## config.mk

```make
export PLATFORM = sky130hd
export DESIGN_NAME = seq_gate_detector
export DESIGN_NICKNAME = d
export VERILOG_FILES = /design/src/rtl/seq_gate_detector.sv
export SDC_FILE = /design/constraint.sdc
export NUM_CORES = 1
export LEC_CHECK = 0
export CAP_MARGIN = 15
export CORE_ASPECT_RATIO = 0.75
export CORE_UTILIZATION = 36
export CTS_CLUSTER_DIAMETER = 150
export CTS_CLUSTER_SIZE = 28
export DETAILED_ROUTE_END_ITERATION = 16
export PLACE_DENSITY_LB_ADDON = 0.2
export REMOVE_ABC_BUFFERS = 1
export SYNTH_ARGS = -nofsm -noshare
export SYNTH_HDL_FRONTEND = slang
export SYNTH_SLANG_ARGS = --single-unit
```

## constraint.sdc

```tcl
create_clock -name FPGAclk -period 3.75 [get_ports FPGAclk]
set_clock_uncertainty 0.1 [all_clocks]
set_input_delay 0.9375 -clock FPGAclk [delete_from_list [all_inputs] [get_ports FPGAclk]]
set_output_delay 0.9375 -clock FPGAclk [all_outputs]
set_load 0.02 [all_outputs]
```

## src/rtl/seq_gate_detector.sv

```systemverilog
// Serial pattern detector with a programmable pattern (1..PAT_MAX bits) that,
// on a match, forwards the next win_len strobed bits and counts detections.
module seq_gate_detector #(
  parameter int                 PAT_MAX = 8,
  parameter int                 CNT_W   = 11,
  parameter logic [PAT_MAX-1:0] DEF_PAT = 8'b00011110,
  parameter int                 DEF_LEN = 6,
  parameter int                 DEF_WIN = 1024,
  localparam int                LW      = $clog2(PAT_MAX+1)
) (
  input  logic               FPGAclk,
  input  logic               rst,
  input  logic               bit_valid,
  input  logic               ser_in,
  input  logic               cfg_load,
  input  logic [PAT_MAX-1:0] pat_cfg,
  input  logic [LW-1:0]      pat_len,
  input  logic [CNT_W-1:0]   win_len,
  input  logic               retrig_en,
  output logic               ser_out,
  output logic               ser_out_valid,
  output logic               gate_active,
  output logic               det_pulse,
  output logic [15:0]        det_count,
  output logic               cfg_err
);

  typedef enum logic [1:0] {IDLE = 2'd0, HUNT = 2'd1, GATE = 2'd2} state_t;

  state_t             state_q, state_d;
  logic [PAT_MAX-1:0] hist_q, pat_q;
  logic [LW-1:0]      fill_q, len_q;
  logic [CNT_W-1:0]   rem_q, win_q;
  logic               retrig_q;
  logic               ser_out_q, ser_out_valid_q, det_pulse_q;
  logic [15:0]        det_count_q;

  logic [PAT_MAX-1:0] hist_sh, mask;
  logic [LW-1:0]      fill_inc;
  logic               bit_ok, match, hunt_hit, gate_hit, any_hit, fwd, last, cfg_bad, shift_en;

  // A strobe coinciding with cfg_load is dropped entirely.
  assign bit_ok   = bit_valid && !cfg_load;
  assign hist_sh  = {hist_q[PAT_MAX-2:0], ser_in};
  assign fill_inc = (fill_q == LW'(PAT_MAX)) ? fill_q : fill_q + 1'b1;
  assign cfg_bad  = (pat_len == '0) || (int'(pat_len) > PAT_MAX);

  always_comb begin
    mask = '0;
    for (int i = 0; i < PAT_MAX; i++) mask[i] = (i < int'(len_q));
  end

  assign match    = bit_ok && (len_q != '0) && (fill_inc >= len_q) &&
                    ((hist_sh & mask) == (pat_q & mask));
  assign hunt_hit = (state_q == HUNT) && match;
  assign gate_hit = (state_q == GATE) && retrig_q && match;
  assign any_hit  = hunt_hit || gate_hit;
  assign fwd      = (state_q == GATE) && bit_ok;
  assign last     = fwd && !gate_hit && (rem_q == CNT_W'(1));
  assign shift_en = bit_ok && ((state_q == HUNT) || ((state_q == GATE) && retrig_q));

  // State register
  always_ff @(posedge FPGAclk or posedge rst) begin
    if (rst) state_q <= HUNT;
    else     state_q <= state_d;
  end

  // Next-state logic
  always_comb begin
    state_d = state_q;
    if (cfg_load) begin
      state_d = cfg_bad ? IDLE : HUNT;
    end else begin
      case (state_q)
        HUNT:    if (hunt_hit && (win_q != '0)) state_d = GATE;
        GATE:    if (last) state_d = HUNT;
        IDLE:    state_d = IDLE;
        default: state_d = HUNT;
      endcase
    end
  end

  // Outputs
  always_comb begin
    gate_active   = (state_q == GATE);
    cfg_err       = (state_q == IDLE);
    ser_out       = ser_out_q;
    ser_out_valid = ser_out_valid_q;
    det_pulse     = det_pulse_q;
    det_count     = det_count_q;
  end

  // Held configuration
  always_ff @(posedge FPGAclk or posedge rst) begin
    if (rst) begin
      pat_q    <= DEF_PAT;
      len_q    <= LW'(DEF_LEN);
      win_q    <= CNT_W'(DEF_WIN);
      retrig_q <= 1'b0;
    end else if (cfg_load) begin
      pat_q    <= pat_cfg;
      len_q    <= pat_len;
      win_q    <= win_len;
      retrig_q <= retrig_en;
    end
  end

  // History and window counter; any accepted match restarts the history so
  // detections never overlap.
  always_ff @(posedge FPGAclk or posedge rst) begin
    if (rst) begin
      hist_q <= '0;
      fill_q <= '0;
      rem_q  <= '0;
    end else begin
      if (cfg_load || any_hit) begin
        hist_q <= '0;
        fill_q <= '0;
      end else if (shift_en) begin
        hist_q <= hist_sh;
        fill_q <= fill_inc;
      end
      if (cfg_load)                             rem_q <= '0;
      else if (gate_hit || (hunt_hit && win_q != '0)) rem_q <= win_q;
      else if (fwd)                             rem_q <= rem_q - 1'b1;
    end
  end

  // Forwarding and detection outputs
  always_ff @(posedge FPGAclk or posedge rst) begin
    if (rst) begin
      ser_out_q       <= 1'b0;
      ser_out_valid_q <= 1'b0;
      det_pulse_q     <= 1'b0;
      det_count_q     <= '0;
    end else begin
      ser_out_valid_q <= fwd;
      det_pulse_q     <= any_hit;
      if (any_hit && (det_count_q != 16'hFFFF)) det_count_q <= det_count_q + 1'b1;
      // The final bit of a window is still shown once; ser_out clears the cycle after.
      if (fwd)                  ser_out_q <= ser_in;
      else if (state_d != GATE) ser_out_q <= 1'b0;
    end
  end

endmodule

```

# ---- Word-level counts from Yosys, hierarchy flattened
# Cells that the tools add are included.
dict set report word_totals {
  reg_bits 67
  latchBits 0
  ram_bits 0
  romBits 0
  input_bits 29
  out_inout_bits 21
  elab_cells 76
  memories 0
}
dict set report classes {
  add_sub_neg 3
  n_mul 0
  div 0
  order_cmp 10
  eq_ne 7
  shifts 0
  muxes 15
  bitwise_logic 2
  reduce_logical 27
}
# op n
set ops {}
lappend ops {{11-bit 2-to-1 mux} 3}
lappend ops {{16-bit by 1-bit adder with 16-bit output (second input constant)} 1}
lappend ops {{8-bit AND} 2}
lappend ops {{3-bit by 4-bit less-than comparator with 1-bit output (first input constant)} 4}
lappend ops {{16-bit != test (second input constant)} 1}
lappend ops {{7-bit 2-to-1 mux} 2}
lappend ops {{1-bit logical AND} 13}
lappend ops {{4-bit 2-to-1 mux} 3}
lappend ops {{11-bit by 1-bit equality test with 1-bit output (second input constant)} 1}
lappend ops {{11-bit nonzero test} 1}
lappend ops {{11-bit by 1-bit subtractor with 11-bit output (second input constant)} 1}
lappend ops {{8-bit equality test} 1}
lappend ops {{1-bit by 4-bit less-than comparator with 1-bit output (first input constant)} 2}
lappend ops {{2-bit by 4-bit less-than comparator with 1-bit output (first input constant)} 2}
lappend ops {{2-bit 2-to-1 mux} 3}
lappend ops {{2-bit case mux with 3 select lines} 1}
lappend ops {{1-bit logical OR} 5}
lappend ops {{4-bit by 1-bit adder with 4-bit output (second input constant)} 1}
lappend ops {{4-bit equality test (second input constant)} 1}
lappend ops {{4-bit greater-or-equal comparator} 1}
lappend ops {{4-bit greater-than comparator (second input constant)} 1}
lappend ops {{4-bit logical NOT} 1}
lappend ops {{2-bit nonzero test} 2}
lappend ops {{4-bit nonzero test} 1}
lappend ops {{7 further kinds} 10}

# ---- Depth between registers and ports, before layout
dict set report logic_depth {
  depth_word 15
  mapped_depth 13
  mapped_depth_nobuf 11
}

# ---- Least setup slack after synthesis
# Ideal clock, no wire load.
dict set report synth_path {
  path_kind {flip-flop to flip-flop}
  startpoint {register fill_q[0]}
  endpoint {register det_count_q[1] (netlist: det_count[1])}
  setup_ps 125
  t_arrival_ps 2546
  required_time_ps 3525
  path_slack_ps 979
  stages_incl_launch_ff 13
  n_path_buf 1
  synth_period_minus_slack_ps 2771
  path_cell_list {dfrtp_1 inv_1 ha_1 nand2_1 nor2_1 xnor2_1 ha_1 nand2b_1 a2111o_1 and3_1 clkbuf_1 nand3_1 mux2_2}
}
dict set report synth_between {
  elab_chain_cells 8
  elab_cells_between_ends 10
  cone_classes {add/sub: 1; order compare: 1; eq/ne: 1; mux: 1; reduce/logical: 6}
}
# element line
set synth_lines {}
lappend synth_lines {{from (decl)} 32} ;# logic [LW-1:0] fill_q, len_q;
lappend synth_lines {{from (signal assigned)} 121} ;# fill_q <= fill_inc;
lappend synth_lines {{4-bit by 1-bit adder with 4-bit output / 4-bit equality test (equally long branches)} 45} ;# assign fill_inc = (fill_q == LW'(PAT_MAX)) ? fill_q : fill_q + 1'b1;
lappend synth_lines {{4-bit 2-to-1 mux *} 45}
lappend synth_lines {{4-bit greater-or-equal comparator *} 53} ;# assign match = bit_ok && (len_q != '0) && (fill_inc >= len_q) &&
lappend synth_lines {{1-bit logical AND * (2 in series)} 53}
lappend synth_lines {{1-bit logical AND, on equally long branches} {55, 56}}
lappend synth_lines {{1-bit logical OR *} 57} ;# assign any_hit = hunt_hit || gate_hit;
lappend synth_lines {{1-bit logical AND *} 139} ;# if (any_hit && (det_count_q != 16'hFFFF)) det_count_q <= det_count_q + 1'b1;
lappend synth_lines {{to (signal assigned)} 139}
lappend synth_lines {{to (decl)} 36} ;# logic [15:0] det_count_q;
# Mark *: on every way between the ends. The rest lies on a longest branch, timed or not.
# A chain may end at the register's enable or synchronous reset.

# ---- Worst setup path in the final report
dict set report layout_path {
  startpoint {register fill_q[0]}
  endpoint {register det_count_q[15] (netlist: det_count[15])}
}
# The elaborated chain is that of the path after synthesis.

==> flow_metrics.py <==
metrics = {
    "min_path": {
        "hp-start": "win_q[6]$_DFFE_PP0P_",
        "hold_class": "register to register",
        "min_to": "win_q[6]$_DFFE_PP0P_",
        "whs_path_depth": 2,
    },
    "cells_and_area": {
        "syn2layout_area_growth_pct": 25.8,
        "final_area_sq_mm": 0.00445,
        "final_cell_mix": "dfrtp_1, clkdlybuf4s50_1, nand2_1",
        "antennaDiodeCount": 0,
        "nNetsFinal": 424,
        "final_common_cell": "dfrtp_1",
        "layout-drive-gt1-share_pct": 14.6,
    },
    "worst_setup_path": {
        "startpoint_type": "register",
        "reg2regPathDepth": 11,
        "worstPathRequired_ns": 3.90,
        "r2r_start": "fill_q[0]$_DFFE_PP0P_",
        "endpoint_kind": "register",
        "critical_path_arrival_ns": 3.14,
        "r2r_end": "det_count[15]$_DFFE_PP0P_",
        "cp_max_fo": 8,
        "reg2reg_slack_ns": 0.76,
        "critPathKind": "register to register",
    },
    "routing": {
        "vias": 2689,
        "first_pass_iters": 4,
        "routedWlPerCell_um": 15.3,
        "drt-total-wl_mm": 7.94,
        "ant_nets": 0,
        "drc_errors": 0,
        "via_per_inst": 5.18,
        "drt_iter0_drc": 131,
    },
    "timing": {
        "period_minus_slack_ns": 2.99,
        "drv_slew": 0,
        "setup_viol": 0,
        "setup_tns_ns": 0,
        "period_share_pct": 79.8,
        "slew_headroom_pct": 63.5,
        "fmax_mhz": 334,
        "rsz0062_at_grt": "false",
        "worst_slew_pin_slew_ns": 0.545,
        "hold_viol_final": 0,
    },
    "logic_synthesis": {
        "yosysTopAreaCell": "dfrtp_1",
        "synth-edff-count": 0,
        "synth_top_area_share_pct": 41.8,
        "syn_area_sq_mm": 0.00353,
        "ys.warnings.count": 0,
        "synthDistinctLibCells": 55,
        "ys.flop_type": "dfrtp_1",
        "ys_ff_latch": 67,
        "ys_top_cells_by_area": "dfrtp_1, mux2_2, dfstp_2, xor2_1, xnor2_1",
        "synth.avg_cell_area_sq_um": 10.6,
        "ys_seq_area_share_pct": 47.7,
        "syn_inst": 332,
        "async_reset_ff_share_pct": 100,
    },
    "die": {
        "top_level_ports": 50,
        "die_h_um": 87.8,
        "die_area_sq_mm": 0.0102,
        "core_sq_mm": 0.00927,
        "initial_core_util_pct": 38.1,
        "num_rows": 30,
        "die_w_um": 116,
    },
    "place": {
        "routabilityCongestion": 0.811,
        "place_area_sq_mm": 0.00419,
        "hpwlAfterDp_mm": 5.72,
        "port_buffers": 49,
    },
    "global_route": {
        "gr-usage-all-layers_pct": 17.2,
        "grt_first_pass_wirelength_mm": 13.0,
        "top_usage_layer": "met1",
        "use_met1_pct": 25.2,
        "gr-usage-met3_pct": 5.19,
        "overflow": 0,
        "first_global_vias": 2550,
        "grt_max_degree": 68,
        "antenna_found_initial": 0,
        "grtUsageMet2_pct": 23.8,
    },
    "power_and_ir_drop": {
        "power_switching_mw": 0.427,
        "seq_power_share_pct": 46.0,
        "pwr_density_cell_mw_per_mm2": 390,
        "switching_share_pct": 24.7,
        "internal_power_mw": 1.30,
        "static-leakage-power_nw": 1.95,
        "power_frac_comb_pct": 11.6,
        "pwr-share-clk_pct": 42.3,
        "ir_worst_vdd_uv": 259,
    },
    "cts": {
        "clk_pin_slew_worst_paths_ns": 0.06,
        "clockBufferDepth": 2,
        "post_cts_resized": 0,
        "ctsHoldBuffers": 0,
        "cts_buffers": 9,
        "tritoncts": "yes",
        "ctsRootBufferMaster": "clkbuf_16",
        "cts.sinks": 67,
        "clk_latency_ns": 0.33,
        "htreeDepth": 3,
        "cts_setup_buffers": 0,
    },
    "job": {
        "maxCapViolCount": 0,
    },
    "run_status": {
        "status": "complete, no violations",
    },
}
==> area by class of cell <==
type	instances	area, sq um
sequential	67	1690
fill	881	4830
clock buffer	15	248
multi-input combinational	239	1740
timing repair buffer	56	556
inverter	13	48.8
clock inverter	1	5.00
tap	128	160
==> worst max path at each step <==
stage / endpoint / start / cells past startpoint
after CTS: fill_q[2]$_DFFE_PP0P_ / fill_q[0]$_DFFE_PP0P_ / 11
after global routing: det_count[15]$_DFFE_PP0P_ / fill_q[0]$_DFFE_PP0P_ / 11
after floorplan: det_count[1]$_DFFE_PP0P_ / det_count[0]$_DFFE_PP0P_ / 6
after detailed placement: rem_q[0]$_DFFE_PP0P_ / ser_in / 7
after global placement: rem_q[10]$_DFFE_PP0P_ / ser_in / 7
final: det_count[15]$_DFFE_PP0P_ / fill_q[0]$_DFFE_PP0P_ / 11
==> registers in the layout, summed over array words and instances (netlist names) <==
| register | count |
|---|---|
| det_count | 16 |
| det_pulse | 1 |
| fill_q | 4 |
| hist_q | 7 |
| len_q | 4 |
| pat_q | 8 |
| rem_q | 11 |
| retrig_q | 1 |
| ser_out | 1 |
| ser_out_valid | 1 |
| state_q | 2 |
| win_q | 11 |
==> critical path, cell delays in order, from the launching register on <==
cell,delay [ns]
dfrtp_1,0.40
inv_1,0.09
ha_1,0.19
nand2_1,0.08
nand2_1,0.06
mux2i_1,0.23
ha_1,0.22
nor3_1,0.06
nor2_1,0.42
nand4_1,0.45
nor4_1,0.41
xor2_1,0.18
==> cells in the mapped netlist (8+ instances only) <==
cell type	number
o31ai_1	8
xor2_1	22
nor2_1	21
nand3_1	15
dfstp_2	8
nand4_1	11
ha_1	9
nand2_1	26
nor4_1	13
mux2_2	19
dfrtp_1	59
mux2i_1	9
inv_1	12
nor3_1	8
xnor2_1	13
o21ai_0	12
==> through the flow <==
| stage | hold WS [ns] | util (%) | std cells | total power [mW] | worst slack (ns) |
|---|---|---|---|---|---|
| after CTS | 0.400 | 47.9 | 519 | 1.75 | 0.779 |
| after floorplan | 0.356 | - | 319 | 0.920 | 0.583 |
| after detailed placement | 0.389 | 45.2 | 503 | 1.01 | 0.512 |
| after global placement | 0.381 | 45.2 | 503 | 1.01 | 0.541 |
| after global routing | 0.430 | 47.9 | 519 | 1.81 | 0.508 |
| final | 0.393 | 47.9 | 519 | 1.73 | 0.757 |
==> cell families after synthesis <==
logic type / count (synthesis) / share of synthesized area [%]
AOI/OAI and AO/OA: 43 / 8.89
xor gates and xnor gates: 35 / 8.68
adders and majority gates: 9 / 3.19
buffers and inverters: 26 / 3.15
DFF: 67 / 47.7
muxes: 28 / 8.61
and+or+nand+nor: 124 / 19.8
==> layer usage <==
metal / vias to the layer above / share of wire [%]
li1: 1323 / -
met1: 1288 / 54
met2: 71 / 41
met3: 7 / 4.8
met4: 0 / 0.72
met5: - / 0
==> power groups by stage <==
stage	Combinational [mW]	Clock (mW)	Sequential (mW)
after floorplan	0.120	0	0.800
after global placement	0.199	0	0.809
after detailed placement	0.203	0	0.808
after CTS	0.203	0.755	0.797
after global routing	0.223	0.788	0.802
final	0.201	0.733	0.797
Power figures use the tool's default switching activity.
